File: src/rtl/sram_arbiter.sv
// sram_arbiter: shares one asynchronous single-port SRAM between a CPU port (A,
// read/write) and a video/fetch port (B, read-only). Each access is sequenced
// IDLE -> SETUP -> ACCESS (WAIT_CYC cycles) -> DONE so that the address and
// data are stable around the enable and write strobes.
// Optional build macro: SRAM_ARB_RR_EN selects round-robin arbitration instead
// of fixed B priority.
module sram_arbiter #(
  parameter int unsigned DATA_BITS = 8,
  parameter int unsigned ADDR_BITS = 11,
  parameter int unsigned WAIT_CYC  = 2
) (
  input  logic                 clk,
  input  logic                 nreset,
  input  logic                 a_req,
  input  logic                 a_we,
  input  logic [ADDR_BITS-1:0] a_addr,
  input  logic [DATA_BITS-1:0] a_wdata,
  output logic                 a_ack,
  output logic [DATA_BITS-1:0] a_rdata,
  input  logic                 b_req,
  input  logic [ADDR_BITS-1:0] b_addr,
  output logic                 b_ack,
  output logic [DATA_BITS-1:0] b_rdata,
  output logic                 busy,
  output logic [ADDR_BITS-1:0] ram_addr,
  output logic [DATA_BITS-1:0] ram_din,
  output logic                 ram_nen,
  output logic                 ram_nwe,
  input  logic [DATA_BITS-1:0] ram_dout
);

  localparam int unsigned CNT_BITS = 4;
  localparam logic [CNT_BITS-1:0] CNT_LOAD = CNT_BITS'(WAIT_CYC - 1);

  typedef enum logic [1:0] {
    S_IDLE   = 2'd0,
    S_SETUP  = 2'd1,
    S_ACCESS = 2'd2,
    S_DONE   = 2'd3
  } state_t;

  typedef enum logic {
    OWN_A = 1'b0,
    OWN_B = 1'b1
  } owner_t;

  state_t               state_q, state_d;
  owner_t               owner_q, owner_d;
  logic [CNT_BITS-1:0]  cnt_q, cnt_d;
  logic                 we_q, we_d;
  logic [ADDR_BITS-1:0] ram_addr_q, ram_addr_d;
  logic [DATA_BITS-1:0] ram_din_q, ram_din_d;
  logic                 ram_nen_q, ram_nen_d;
  logic                 ram_nwe_q, ram_nwe_d;
  logic                 a_ack_q, a_ack_d;
  logic                 b_ack_q, b_ack_d;
  logic [DATA_BITS-1:0] a_rdata_q, a_rdata_d;
  logic [DATA_BITS-1:0] b_rdata_q, b_rdata_d;
  logic                 busy_q, busy_d;
  logic                 grant_b;

  // Arbitration between the two requesters, only consulted in IDLE.
  always_comb begin
    grant_b = b_req;
`ifdef SRAM_ARB_RR_EN
    // Contention goes to the port that did not own the previous access.
    if (a_req && b_req) begin
      grant_b = (owner_q == OWN_A);
    end
`endif
  end

  // Next-state logic plus next values of every registered output.
  always_comb begin
    state_d    = state_q;
    owner_d    = owner_q;
    cnt_d      = cnt_q;
    we_d       = we_q;
    ram_addr_d = ram_addr_q;
    ram_din_d  = ram_din_q;
    a_rdata_d  = a_rdata_q;
    b_rdata_d  = b_rdata_q;

    case (state_q)
      S_IDLE: begin
        if (a_req || b_req) begin
          owner_d    = grant_b ? OWN_B : OWN_A;
          ram_addr_d = grant_b ? b_addr : a_addr;
          ram_din_d  = grant_b ? '0 : a_wdata;
          we_d       = grant_b ? 1'b0 : a_we;
          state_d    = S_SETUP;
        end
      end
      S_SETUP: begin
        cnt_d   = CNT_LOAD;
        state_d = S_ACCESS;
      end
      S_ACCESS: begin
        if (cnt_q == '0) begin
          state_d = S_DONE;
          if (!we_q) begin
            if (owner_q == OWN_B) begin
              b_rdata_d = ram_dout;
            end else begin
              a_rdata_d = ram_dout;
            end
          end
        end else begin
          cnt_d = cnt_q - CNT_BITS'(1);
        end
      end
      S_DONE: begin
        state_d = S_IDLE;
      end
      default: begin
        state_d = S_IDLE;
      end
    endcase

    // Strobes and acks are decoded from the state being entered so they
    // leave the flops aligned with that state.
    ram_nen_d = !((state_d == S_SETUP) || (state_d == S_ACCESS));
    ram_nwe_d = !((state_d == S_ACCESS) && we_d);
    a_ack_d   = (state_d == S_DONE) && (owner_d == OWN_A);
    b_ack_d   = (state_d == S_DONE) && (owner_d == OWN_B);
    busy_d    = (state_d != S_IDLE);
  end

  // State and output registers; reset parks the SRAM disabled.
  always_ff @(posedge clk or negedge nreset) begin
    if (!nreset) begin
      state_q    <= S_IDLE;
      owner_q    <= OWN_A;
      cnt_q      <= '0;
      we_q       <= 1'b0;
      ram_addr_q <= '0;
      ram_din_q  <= '0;
      ram_nen_q  <= 1'b1;
      ram_nwe_q  <= 1'b1;
      a_ack_q    <= 1'b0;
      b_ack_q    <= 1'b0;
      a_rdata_q  <= '0;
      b_rdata_q  <= '0;
      busy_q     <= 1'b0;
    end else begin
      state_q    <= state_d;
      owner_q    <= owner_d;
      cnt_q      <= cnt_d;
      we_q       <= we_d;
      ram_addr_q <= ram_addr_d;
      ram_din_q  <= ram_din_d;
      ram_nen_q  <= ram_nen_d;
      ram_nwe_q  <= ram_nwe_d;
      a_ack_q    <= a_ack_d;
      b_ack_q    <= b_ack_d;
      a_rdata_q  <= a_rdata_d;
      b_rdata_q  <= b_rdata_d;
      busy_q     <= busy_d;
    end
  end

  assign a_ack    = a_ack_q;
  assign b_ack    = b_ack_q;
  assign a_rdata  = a_rdata_q;
  assign b_rdata  = b_rdata_q;
  assign busy     = busy_q;
  assign ram_addr = ram_addr_q;
  assign ram_din  = ram_din_q;
  assign ram_nen  = ram_nen_q;
  assign ram_nwe  = ram_nwe_q;

endmodule

File: config.mk
export PLATFORM = sky130hd
export DESIGN_NAME = sram_arbiter
export DESIGN_NICKNAME = d
export VERILOG_FILES = /design/src/rtl/sram_arbiter.sv
export SDC_FILE = /design/constraint.sdc
export NUM_CORES = 1
export LEC_CHECK = 0
export BUFFER_PORTS_ARGS = -buffer_cell sky130_fd_sc_hd__buf_4
export CAP_MARGIN = 20
export CORE_ASPECT_RATIO = 2
export CORE_MARGIN = 3
export CORE_UTILIZATION = 48
export DETAILED_ROUTE_END_ITERATION = 8
export PLACE_DENSITY_LB_ADDON = 0.15
export SYNTH_ARGS = -nofsm -noshare
export SYNTH_HDL_FRONTEND = slang
export SYNTH_SLANG_ARGS = --single-unit
File: constraint.sdc
create_clock -name clk -period 2.1 [get_ports clk]
set_input_delay 0.105 -clock clk [delete_from_list [all_inputs] [get_ports clk]]
set_output_delay 0.105 -clock clk [all_outputs]
set_load 0.02 [all_outputs]
======== Word level (Yosys, flattened, before mapping) ========
Cells that the tools add are included.
storage, ports and cells
  bits in registers ....................... 48
  output and inout bits ................... 40
  input port bits ......................... 43
cells by class
  $add $sub $neg .......................... 1
  multiplexer cells ....................... 13
  eq/ne operators ......................... 7
  bitwise gates (word level) .............. 3
  reduce and logical (&&, ||, !) cells .... 15
operators with widths
  kind                                                                    count
  11-bit two-way mux                                                      1
  2-bit equality test (second input constant)                             4
  8-bit two-way mux                                                       1
  2-bit case mux with 4 select lines                                      1
  4-bit case mux with 2 select lines                                      1
  4-bit AND reduction                                                     2
  1-bit two-way mux                                                       6
  2-bit by 1-bit equality test with 1-bit output (second input constant)  2
  4-bit zero test                                                         1
  2-bit two-way mux                                                       2
  4-bit two-way mux                                                       1
  2-bit AND reduction                                                     2
  2-bit nonzero test                                                      2
  4-bit by 1-bit subtractor with 4-bit output (second input constant)     1
  1-bit logical AND                                                       3
  1-bit NOT                                                               3
  1-bit zero test                                                         2
  2-bit zero test                                                         1
  1-bit logical OR                                                        2
  2-bit != test (second input constant)                                   1

======== Depth between registers and ports, before layout ========
Gate-level depths: netlist of the first run.
  depth after elaboration ................. 6
  gate-level depth with buffers ........... 7
  mapped depth without buffers ............ 7

======== Worst setup path before layout of the first run ========
No wires, ideal clock.
  kind .................................... register to register
  start ................................... register cnt_q[0]
  end ..................................... register b_rdata_q[0], in the netlist b_rdata[0]
  period minus slack after synthesis ...... 1,686 ps
  path slack .............................. 414 ps
  data required time ...................... 1,975 ps
  stages on the path, launching flop included .. 7
  data arrival time ....................... 1,562 ps
  cells stage by stage .................... dfrtp_1 > inv_1 > ha_1 > nor3b_2 > and4_1 > buf_4 > mux2_2
between the ends
  cells in the longest elaborated chain, start to end .. 2
ends and longest elaborated chain
  item                                  line  source
  start: declaration                    49    logic [CNT_BITS-1:0] cnt_q, cnt_d;
  start signal: assignment              148   cnt_q <= cnt_d;
  4-bit zero test                       99    if (cnt_q == '0) begin
  4-bit AND reduction (no source line)  n/a
  end signal: assignment                157   b_rdata_q <= b_rdata_d;
  end: declaration                      58    logic [DATA_BITS-1:0] b_rdata_q, b_rdata_d;
Every way passes these cells.
A chain may end at the register's enable or synchronous reset.

======== Final worst setup path of the first run ========
  start ................................... register cnt_q[0]
  end ..................................... register b_rdata_q[7], in the netlist b_rdata[7]
Same word-level chain as after synthesis.

==> impl_metrics.py, run 1 <==
metrics = {
    "logic_synthesis": {
        "synthTopCellsByArea": "dfrtp_1 (54%), mux2_2 (9.0%), mux2i_1 (5.2%)",
        "synth.top_cell.area_share": 0.540,
        "ys_types": 33,
        "synth-seq-cells": 48,
        "syn_avg_cell_area_um2": 11.8,
        "yosysSeqAreaShare": 0.565,
        "synth_nets": 231,
        "syn_area_um2": 2130,
        "syn_inst": 181,
        "ys_warn_count": 0,
        "synth_area_leader_cell": "dfrtp_1",
    },
    "timing": {
        "tns_ns": 0,
        "clock.fmax_mhz": 546,
        "tightest_slew_ns": 0.590,
        "clock_skew_ns": 0.00968,
        "period_share": 0.872,
        "slew_viol_final": 0,
        "period_needed_ns": 1.83,
        "setup_viol": 0,
        "final_hold_viol_count": 0,
        "fin_ws_ns": 0.270,
        "slew_headroom": 0.607,
        "rsz0062_at_grt": "false",
    },
    "clock_tree": {
        "postCtsSetupRepairBufs": 0,
        "clock_sinks": 48,
        "clk_latency_ns": 0.29,
        "cts_made_buffers": 5,
        "clock_tree.htree_level_count": 2,
        "tritoncts": "built",
        "path_clk_slew_ns": 0.09,
        "clk_path_buf_depth": 2,
        "root_buffer": "clkbuf_8",
    },
    "global_routing": {
        "track_usage": 0.182,
        "grt_pass1_wl_um": 7220,
        "grt_max_degree": 49,
        "antenna_found_initial": 0,
        "grt_overflow_total": 0,
        "grt_pass1_vias": 1708,
    },
    "route": {
        "drtPass1Iterations": 3,
        "num_vias": 1610,
        "routed_wl_um": 4450,
        "postRouteAntennaNets": 0,
        "vias_per_cell": 5.06,
        "drt_iter0_markers": 27,
        "wl_per_cell_um": 14.0,
        "route.detailed.drc": 0,
    },
    "power_and_ir_drop": {
        "power_frac_seq": 0.367,
        "p_int_w": 0.00264,
        "switching_share": 0.392,
        "power_w": 0.00435,
        "switchingPower_w": 0.00170,
        "p_comb_frac": 0.503,
        "p_per_area_nw_per_um2": 1500,
        "leakage_nw": 1.45,
        "peakVddDrop_mv": 0.990,
        "clkPwrFrac": 0.129,
    },
    "cells_and_area": {
        "multi_input_area_um2": 857,
        "layout-drive-gt1-share": 0.444,
        "num_antenna_cells": 0,
        "fin_cells": 318,
        "seqCellArea_um2": 1200,
        "nets": 315,
        "fillers": 346,
        "syn2layout_area_growth_pct": 36.0,
    },
    "placed_design": {
        "pre_cts_slack_ns": 0.264,
        "dpl.hpwl_um": 3470,
        "place_congestion": 0.813,
        "dp.cells": 309,
        "io_buffers": 82,
    },
    "die": {
        "die_w_um": 53.1,
        "coreArea_um2": 4170,
        "dieArea_um2": 5320,
        "io_pins": 83,
        "fp.dieH_um": 100,
        "placementRows": 33,
        "initial_core_util": 0.511,
    },
    "critical_path": {
        "end_kind": "register",
        "reg2reg_slack_ns": 0.27,
        "arrival_ns": 2.01,
        "crit_type": "register to register",
        "start_kind": "register",
        "required_ns": 2.28,
        "cp_max_fo": 8,
    },
    "min_path": {
        "hold_class": "input pin to register",
    },
    "job": {
        "max-cap-violations": 0,
    },
    "run_status": {
        "status": "complete, no violations",
    },
}
[path summary, 6_finish.rpt]
check | startpoint | endpoint | cells after the start
min in group asynchronous | nreset | busy$_DFF_PN0_ | 2
min | ram_dout[3] | a_rdata[3]$_DFFE_PN0P_ | 2
max reg2reg | cnt_q[0]$_DFFE_PN0P_ | b_rdata[7]$_DFFE_PN0P_ | 5
min reg2reg | ram_din[1]$_DFFE_PN0P_ | ram_din[1]$_DFFE_PN0P_ | 2
max in group asynchronous | nreset | cnt_q[0]$_DFFE_PN0P_ | 2
max | cnt_q[0]$_DFFE_PN0P_ | b_rdata[7]$_DFFE_PN0P_ | 5
[synthesized netlist by cell type (all sizes together)]
| library cell | number |
|---|---|
| nor2b | 1 |
| and2 | 1 |
| nand2 | 20 |
| dfrtp | 46 |
| a211oi | 2 |
| ha | 7 |
| nand4 | 1 |
| mux2 | 17 |
| or3b | 2 |
| o311ai | 1 |
| nand3 | 2 |
| a21o | 2 |
| nor4b | 1 |
| mux2i | 11 |
| inv | 8 |
| nor3b | 2 |
| nand3b | 2 |
| buf | 6 |
| o21ai | 21 |
| a21oi | 2 |
| dfstp | 2 |
| nor2 | 5 |
| clkbuf | 3 |
| a22o | 2 |
| nand2b | 10 |
| and4 | 1 |
| o221ai | 1 |
| nor3 | 1 |
| or2 | 1 |
[cell families after synthesis]
logic type	share of synthesized area
fa+ha+maj	0.0411
buf+inv	0.0346
flops	0.565
compound gates	0.0869
simple gates	0.131
mux	0.142
[registers in the layout (all words and copies together), names as in the netlist]
signal,count
state_q,2
ram_addr,11
cnt_q,4
b_rdata,8
ram_din,8
owner_q,1
ram_nen,1
b_ack,1
we_q,1
a_ack,1
ram_nwe,1
busy,1
a_rdata,8
[metrics by stage]
stage          cell area, um^2  utilization  hold WS [ns]
2_1_floorplan             2130            -        -0.191
4_1_cts                   2900        0.695        0.0391
3_3_place_gp              2790        0.670         0.152
5_1_grt                   2900        0.695        0.0461
6_report                  2900        0.695        0.0502
3_5_place_dp              2790        0.670         0.157
[critical path, stage by stage (launching register included)]
cell and delay, ns:
dfrtp_1 0.38, inv_1 0.12, ha_1 0.21, nor3b_2 0.21, and4_1 0.42, mux2_2 0.38
[timing repair]
item / CTS / global route
gates resized for setup: 0 / 0
endpoints found under the hold margin: 46 / 0
hold buffers: 1 / 0
[final cells by class]
type                            instances  area share
Clock buffer                            7      0.0298
Clock inverter                          1     0.00259
Inverter                                8      0.0104
Multi-Input combinational cell        116       0.296
Sequential cell                        48       0.415
Tap cell                               52      0.0225
Timing Repair Buffer                   86       0.224
[cells in the final DEF, fill, tap and decap left out]
cell type      instances
nor3_1                 1
mux2i_1               11
nor3b_1                1
nand4_2                1
a22o_1                 2
nor3b_2                1
a211oi_1               1
mux2_2                17
a211oi_2               1
nand2b_1              10
or3b_1                 1
dlygate4sd3_1          1
o21ai_0               20
or2_2                  1
dfrtp_1               46
a21o_1                 2
clkinvlp_4             1
or3b_2                 1
clkbuf_1               1
a21oi_1                2
nor2_1                 5
nand3b_1               2
buf_4                 85
nand3_1                2
dfstp_2                2
and4_1                 1
nor4b_2                1
inv_1                  8
nand2_1               20
and2_1                 1
o221ai_1               1
nor2b_1                1
o21ai_2                1
ha_1                   7
clkbuf_8               6
o311ai_0               1
[per-layer routing]
layer / global-route usage / vias up / wire, um
met5: 0 / - / 0
met4: 0.0709 / 0 / 72
met3: 0.0475 / 6 / 317
met2: 0.347 / 64 / 2550
met1: 0.172 / 755 / 1510
li1: - / 785 / -
[power groups by stage]
stage | clock network (W) | logic (W) | registers [W]
4_1_cts | 0.000588 | 0.00223 | 0.00160
5_1_grt | 0.000612 | 0.00239 | 0.00165
3_3_place_gp | 0 | 0.00216 | 0.00161
6_report | 0.000562 | 0.00219 | 0.00160
3_5_place_dp | 0 | 0.00222 | 0.00162
2_1_floorplan | 0 | 0.000904 | 0.00203
Power figures use the tool's default switching activity.
==> run 2: changes to the inputs <==
--- a/config.mk
+++ b/config.mk
@@ -8,7 +8,7 @@
 export BUFFER_PORTS_ARGS = -buffer_cell sky130_fd_sc_hd__buf_4
 export CAP_MARGIN = 20
 export CORE_ASPECT_RATIO = 2
-export CORE_MARGIN = 3
+export CORE_MARGIN = 2
 export CORE_UTILIZATION = 48
 export DETAILED_ROUTE_END_ITERATION = 8
 export PLACE_DENSITY_LB_ADDON = 0.15
==> run 2 against run 1 <==
  * Worst hold slack lost 0.010 ns
  * Global-route usage grew 0.61 points
  * Clock power grew 2%
  * Critical path type unchanged
  * Critical path depth is the same
  * Clock-buffer cell count shrank 1
  * Sequential cell count is the same
  * Clock skew shrank 0.0027 ns
  * Utilization shrank 1.9 points
  * Final area grew 0.22%
  * Worst setup slack gained 0.038 ns
  * Critical endpoint is now b_rdata[6]$_DFFE_PN0P_
==> impl_metrics.py, run 2 (synthesized netlist as in run 1, its figures left out) <==
metrics = {
    "run_status": {
        "status": "complete, no violations",
    },
    "cells_and_area": {
        "syn2layout_area_growth_pct": 36.3,
        "fin_cells": 320,
        "layout_common_cells": "buf_4 (85), dfrtp_1 (46), nand2_1 (20), o21ai_0 (20), mux2_2 (17)",
        "final_common_cell": "buf_4",
        "layout-drive-gt1-share": 0.447,
        "largest_reg_flops": 11,
        "nets": 315,
        "num_antenna_cells": 0,
    },
    "power_and_ir_drop": {
        "switching_share": 0.392,
        "clkPwrFrac": 0.132,
        "power_frac_seq": 0.368,
        "leakage_nw": 1.45,
        "power_w": 0.00434,
        "switchingPower_w": 0.00170,
        "p_int_w": 0.00264,
        "p_comb_frac": 0.500,
        "peakVddDrop_mv": 0.903,
        "p_per_area_nw_per_um2": 1490,
    },
    "route": {
        "vias_per_cell": 5.07,
        "route.detailed.drc": 0,
        "postRouteAntennaNets": 0,
        "wl_per_cell_um": 13.1,
        "num_vias": 1622,
        "drtPass1Iterations": 4,
        "routed_wl_um": 4180,
        "drt_iter0_markers": 10,
    },
    "critical_path": {
        "cp_max_fo": 8,
        "r2r-end": "b_rdata[6]$_DFFE_PN0P_",
        "required_ns": 2.29,
        "end_kind": "register",
        "cp_slowest_cell": "and4_1",
        "crit_type": "register to register",
        "path_cells": "inv_1, ha_1, nor3b_2, and4_1, mux2_2",
        "arrival_ns": 1.98,
        "slowest_delay_ns": 0.43,
        "r2r-start": "cnt_q[0]$_DFFE_PN0P_",
        "start_kind": "register",
        "rr_worst_depth": 5,
        "reg2reg_slack_ns": 0.31,
    },
    "placed_design": {
        "dp.cells": 311,
        "io_buffers": 82,
        "dpl.hpwl_um": 3240,
        "pre_cts_slack_ns": 0.297,
        "place_congestion": 0.803,
    },
    "global_routing": {
        "grt_max_degree": 49,
        "antenna_found_initial": 0,
        "track_usage": 0.188,
        "grt_overflow_total": 0,
        "grt_pass1_wl_um": 7130,
        "grt_pass1_vias": 1719,
    },
    "clock_tree": {
        "cts_made_buffers": 5,
        "clk_latency_ns": 0.30,
        "clock_sinks": 48,
        "tritoncts": "built",
        "path_clk_slew_ns": 0.09,
        "clock_tree.htree_level_count": 2,
        "postCtsSetupRepairBufs": 0,
        "clk_path_buf_depth": 2,
        "root_buffer": "clkbuf_8",
    },
    "min_path": {
        "holdPathStages": 2,
        "worst_hold_path.endpoint": "a_rdata[0]$_DFFE_PN0P_",
        "hold_class": "input pin to register",
        "holdCritStartpoint": "ram_dout[0]",
    },
    "timing": {
        "rsz0062_at_grt": "false",
        "period_needed_ns": 1.79,
        "slew_viol_final": 0,
        "slew_headroom": 0.610,
        "tightest_slew_ns": 0.585,
        "clock_skew_ns": 0.00694,
        "setup_viol": 0,
        "tns_ns": 0,
        "period_share": 0.854,
        "clock.fmax_mhz": 558,
        "final_hold_viol_count": 0,
        "fin_ws_ns": 0.307,
    },
    "die": {
        "placementRows": 34,
        "coreArea_um2": 4300,
        "fp.dieH_um": 98.2,
        "io_pins": 83,
        "initial_core_util": 0.496,
        "dieArea_um2": 5020,
        "die_w_um": 51.1,
    },
    "job": {
        "max-cap-violations": 0,
    },
}
run 2: cell count changes in the layout (fill, tap and decap cells not counted), sizes merged:
| cell | change |
|---|---|
| clkinvlp | +1 |
| clkbuf | -1 |
run 2: worst max path at each step:
stage / depth (start not counted) / slack (ns) / endpoint / startpoint
after floorplan: 6 / 0.41 / b_rdata[0]$_DFFE_PN0P_ / cnt_q[0]$_DFFE_PN0P_
after global placement: 6 / 0.33 / a_rdata[3]$_DFFE_PN0P_ / cnt_q[0]$_DFFE_PN0P_
after detailed placement: 5 / 0.30 / b_rdata[6]$_DFFE_PN0P_ / cnt_q[0]$_DFFE_PN0P_
after CTS: 5 / 0.28 / b_rdata[6]$_DFFE_PN0P_ / cnt_q[0]$_DFFE_PN0P_
after global routing: 7 / 0.09 / a_ack$_DFF_PN0_ / cnt_q[0]$_DFFE_PN0P_
final: 5 / 0.31 / b_rdata[6]$_DFFE_PN0P_ / cnt_q[0]$_DFFE_PN0P_
run 2: per-layer routing:
metal,part of all wire,track usage,wire (um)
met1,0.34,0.165,1410
met3,0.054,0.0367,226
met5,0,0,0
met4,0.025,0.0894,105
met2,0.58,0.373,2440
run 2: metrics by stage:
stage | util | hold WS, ns | cell area (um^2)
after global placement | 0.651 | 0.148 | 2800
after floorplan | - | -0.191 | 2130
after CTS | 0.676 | 0.0348 | 2900
after global routing | 0.676 | 0.0345 | 2900
final | 0.676 | 0.0401 | 2900
after detailed placement | 0.651 | 0.154 | 2800
run 2: area by class of cell:
type | instances | area, um^2
clock buffers | 6 | 82.6
flip-flops and latches | 48 | 1200
repair buffers | 86 | 648
well taps | 54 | 67.6
multi-input cells | 116 | 857
clock inverters | 2 | 15.0
fillers | 353 | 1390
inverters | 8 | 30.0
run 2: critical path, delay by kind of cell, from the launching register on:
family	cells	cell delay, ns
muxes	1	0.38
buffers and inverters	1	0.11
DFF	1	0.38
and+or+nand+nor	2	0.62
adders and majority gates	1	0.20
run 2: what timing repair did:
| item | CTS | global route |
|---|---|---|
| hold buffers | 1 | 0 |
| gates resized for setup | 0 | 0 |
| endpoints found under the hold margin | 46 | 0 |
run 2: power by group through the flow:
stage	logic (W)	registers (W)	clock network, W
floorplan	0.000904	0.00203	0
global placement	0.00216	0.00161	0
detailed placement	0.00220	0.00162	0
CTS	0.00221	0.00160	0.000591
global route	0.00239	0.00165	0.000619
finish	0.00217	0.00159	0.000574
==> run 3: changes to the inputs <==
--- a/config.mk
+++ b/config.mk
@@ -11,6 +11,7 @@
 export CORE_MARGIN = 2
 export CORE_UTILIZATION = 48
 export DETAILED_ROUTE_END_ITERATION = 8
+export HOLD_SLACK_MARGIN = 0.15
 export PLACE_DENSITY_LB_ADDON = 0.15
 export SYNTH_ARGS = -nofsm -noshare
 export SYNTH_HDL_FRONTEND = slang
==> run 3 against run 2 <==
  * Non-clock buffer count up 38
  * Sequential share of layout area decreased by 4.8 points
  * Worst hold slack improved by 0.18 ns
  * Maximum frequency is 0.99% lower
  * Routed wire length increased by 17%
  * Critical path depth unchanged
  * Worst setup slack got worse by 0.018 ns
  * Critical endpoint unchanged
  * Largest cell class unchanged
==> impl_metrics.py, run 3 (synthesized netlist as in run 1, its figures left out) <==
metrics = {
    "placed_design": {
        "io_buffers": 82,
        "pre_cts_slack_ns": 0.297,
        "place_congestion": 0.803,
        "place_area_um2": 2800,
        "dpl.hpwl_um": 3240,
    },
    "cells_and_area": {
        "num_antenna_cells": 0,
        "syn2layout_area_growth_pct": 54.1,
        "layout-drive-gt1-share": 0.391,
        "nets": 353,
        "final_area_um2": 3280,
        "largest_reg_flops": 11,
        "final_common_cell": "buf_4",
        "fin_util": 0.764,
        "layout_common_cells": "buf_4 (85), dfrtp_1 (46), dlygate4sd3_1 (39)",
    },
    "critical_path": {
        "required_ns": 2.29,
        "crit_type": "register to register",
        "path_cells": "inv_1, ha_1, nor3b_2, and4_1, mux2_2",
        "slowest_delay_ns": 0.44,
        "cp-startpoint": "cnt_q[0]$_DFFE_PN0P_",
        "arrival_ns": 2.00,
        "cp_max_fo": 8,
        "start_kind": "register",
        "r2r-start": "cnt_q[0]$_DFFE_PN0P_",
        "end_kind": "register",
        "cp_top_family": "simple AND/OR/NAND/NOR gates",
        "cp_slowest_cell": "and4_1",
        "worstPathBufferInverterCount": 1,
    },
    "die": {
        "coreArea_um2": 4300,
        "initial_core_util": 0.496,
        "die_w_um": 51.1,
        "fp.dieH_um": 98.2,
        "placementRows": 34,
        "io_pins": 83,
        "dieArea_um2": 5020,
    },
    "clock_tree": {
        "clock_sinks": 48,
        "clk_latency_ns": 0.30,
        "clk_path_buf_depth": 2,
        "postCtsSetupRepairBufs": 0,
        "path_clk_slew_ns": 0.09,
        "tritoncts": "built",
        "cts_made_buffers": 5,
        "cts_resized": 0,
        "root_buffer": "clkbuf_8",
        "clock_tree.htree_level_count": 2,
        "cts_hold_buf": 39,
    },
    "route": {
        "drtPass1Iterations": 4,
        "met1_length_um": 1630,
        "postRouteAntennaNets": 0,
        "drt_iter0_markers": 15,
        "routed-wl-met2_um": 2900,
        "routed_wl_um": 4900,
        "wl_per_cell_um": 13.7,
        "vias_per_cell": 4.95,
        "wl_met3_um": 270,
        "route.detailed.drc": 0,
        "highest_layer": "met4",
        "num_vias": 1773,
    },
    "timing": {
        "tns_ns": 0,
        "final_hold_viol_count": 0,
        "rsz0062_at_grt": "false",
        "clock_skew_ns": 0.00681,
        "clock.fmax_mhz": 552,
        "setup_viol": 0,
        "period_share": 0.862,
        "tightest_slew_ns": 0.584,
        "period_needed_ns": 1.81,
        "slew_viol_final": 0,
        "fin_ws_ns": 0.290,
        "slew_headroom": 0.611,
    },
    "global_routing": {
        "grt_pass1_vias": 1909,
        "track_usage": 0.221,
        "grt_overflow_total": 0,
        "antenna_found_initial": 0,
        "grt_max_degree": 49,
        "grt_pass1_wl_um": 8340,
    },
    "job": {
        "max-cap-violations": 0,
    },
    "power_and_ir_drop": {
        "p_per_area_nw_per_um2": 1350,
        "leakage_nw": 1.61,
        "p_comb_frac": 0.509,
        "switching_share": 0.391,
        "clkPwrFrac": 0.129,
        "power_frac_seq": 0.362,
        "p_int_w": 0.00269,
        "peakVddDrop_mv": 0.832,
        "switchingPower_w": 0.00173,
    },
    "min_path": {
        "hold_class": "input pin to register",
        "holdCritStartpoint": "a_req",
    },
    "run_status": {
        "status": "complete, no violations",
    },
}
-- run 3: cell count changes in the layout (fill, tap and decap cells not counted), sizes merged --
cell / change
dlygate4sd3: +38
-- run 3: final cells by class --
type                    instances  area [um^2]
flip-flops and latches         48         1200
repair buffers                124         1030
fillers                       277         1010
multi-input cells             116          857
clock buffers                   6         82.6
well taps                      54         67.6
inverters                       8         30.0
clock inverters                 2         15.0
-- run 3: layer usage --
| layer | vias up | track usage |
|---|---|---|
| met1 | 851 | 0.203 |
| li1 | 858 | - |
| met5 | - | 0 |
| met3 | 8 | 0.0474 |
| met4 | 0 | 0.0936 |
| met2 | 56 | 0.433 |
-- run 3: power by group through the flow --
| stage | clock network [W] | logic [W] | registers (W) |
|---|---|---|---|
| 3_5_place_dp | 0 | 0.00220 | 0.00162 |
| 5_1_grt | 0.000621 | 0.00247 | 0.00166 |
| 2_1_floorplan | 0 | 0.000904 | 0.00203 |
| 4_1_cts | 0.000591 | 0.00227 | 0.00160 |
| 6_report | 0.000570 | 0.00225 | 0.00160 |
| 3_3_place_gp | 0 | 0.00216 | 0.00161 |
-- run 3: worst min-delay path, stage by stage --
cell	delay (ns)
buf_4	0.11
nor4b_2	0.05
a211oi_1	0.19
-- run 3: path summary, 6_finish.rpt --
check,cells past startpoint,end,slack (ns)
worst max register to register,5,b_rdata[6]$_DFFE_PN0P_,0.29
worst min register to register,2,ram_din[5]$_DFFE_PN0P_,0.48
worst max-delay path,5,b_rdata[6]$_DFFE_PN0P_,0.29
worst min-delay path,3,state_q[0]$_DFF_PN0_,0.22
min in group asynchronous,2,a_rdata[5]$_DFFE_PN0P_,0.34
max in group asynchronous,2,ram_din[3]$_DFFE_PN0P_,1.36
-- run 3: per-stage QoR --
step / cells / total power (W) / hold WS (ns)
2_1_floorplan: 181 / 0.00293 / -0.191
3_3_place_gp: 311 / 0.00377 / 0.148
3_5_place_dp: 311 / 0.00382 / 0.154
4_1_cts: 358 / 0.00446 / 0.204
5_1_grt: 358 / 0.00475 / 0.241
6_report: 358 / 0.00442 / 0.221
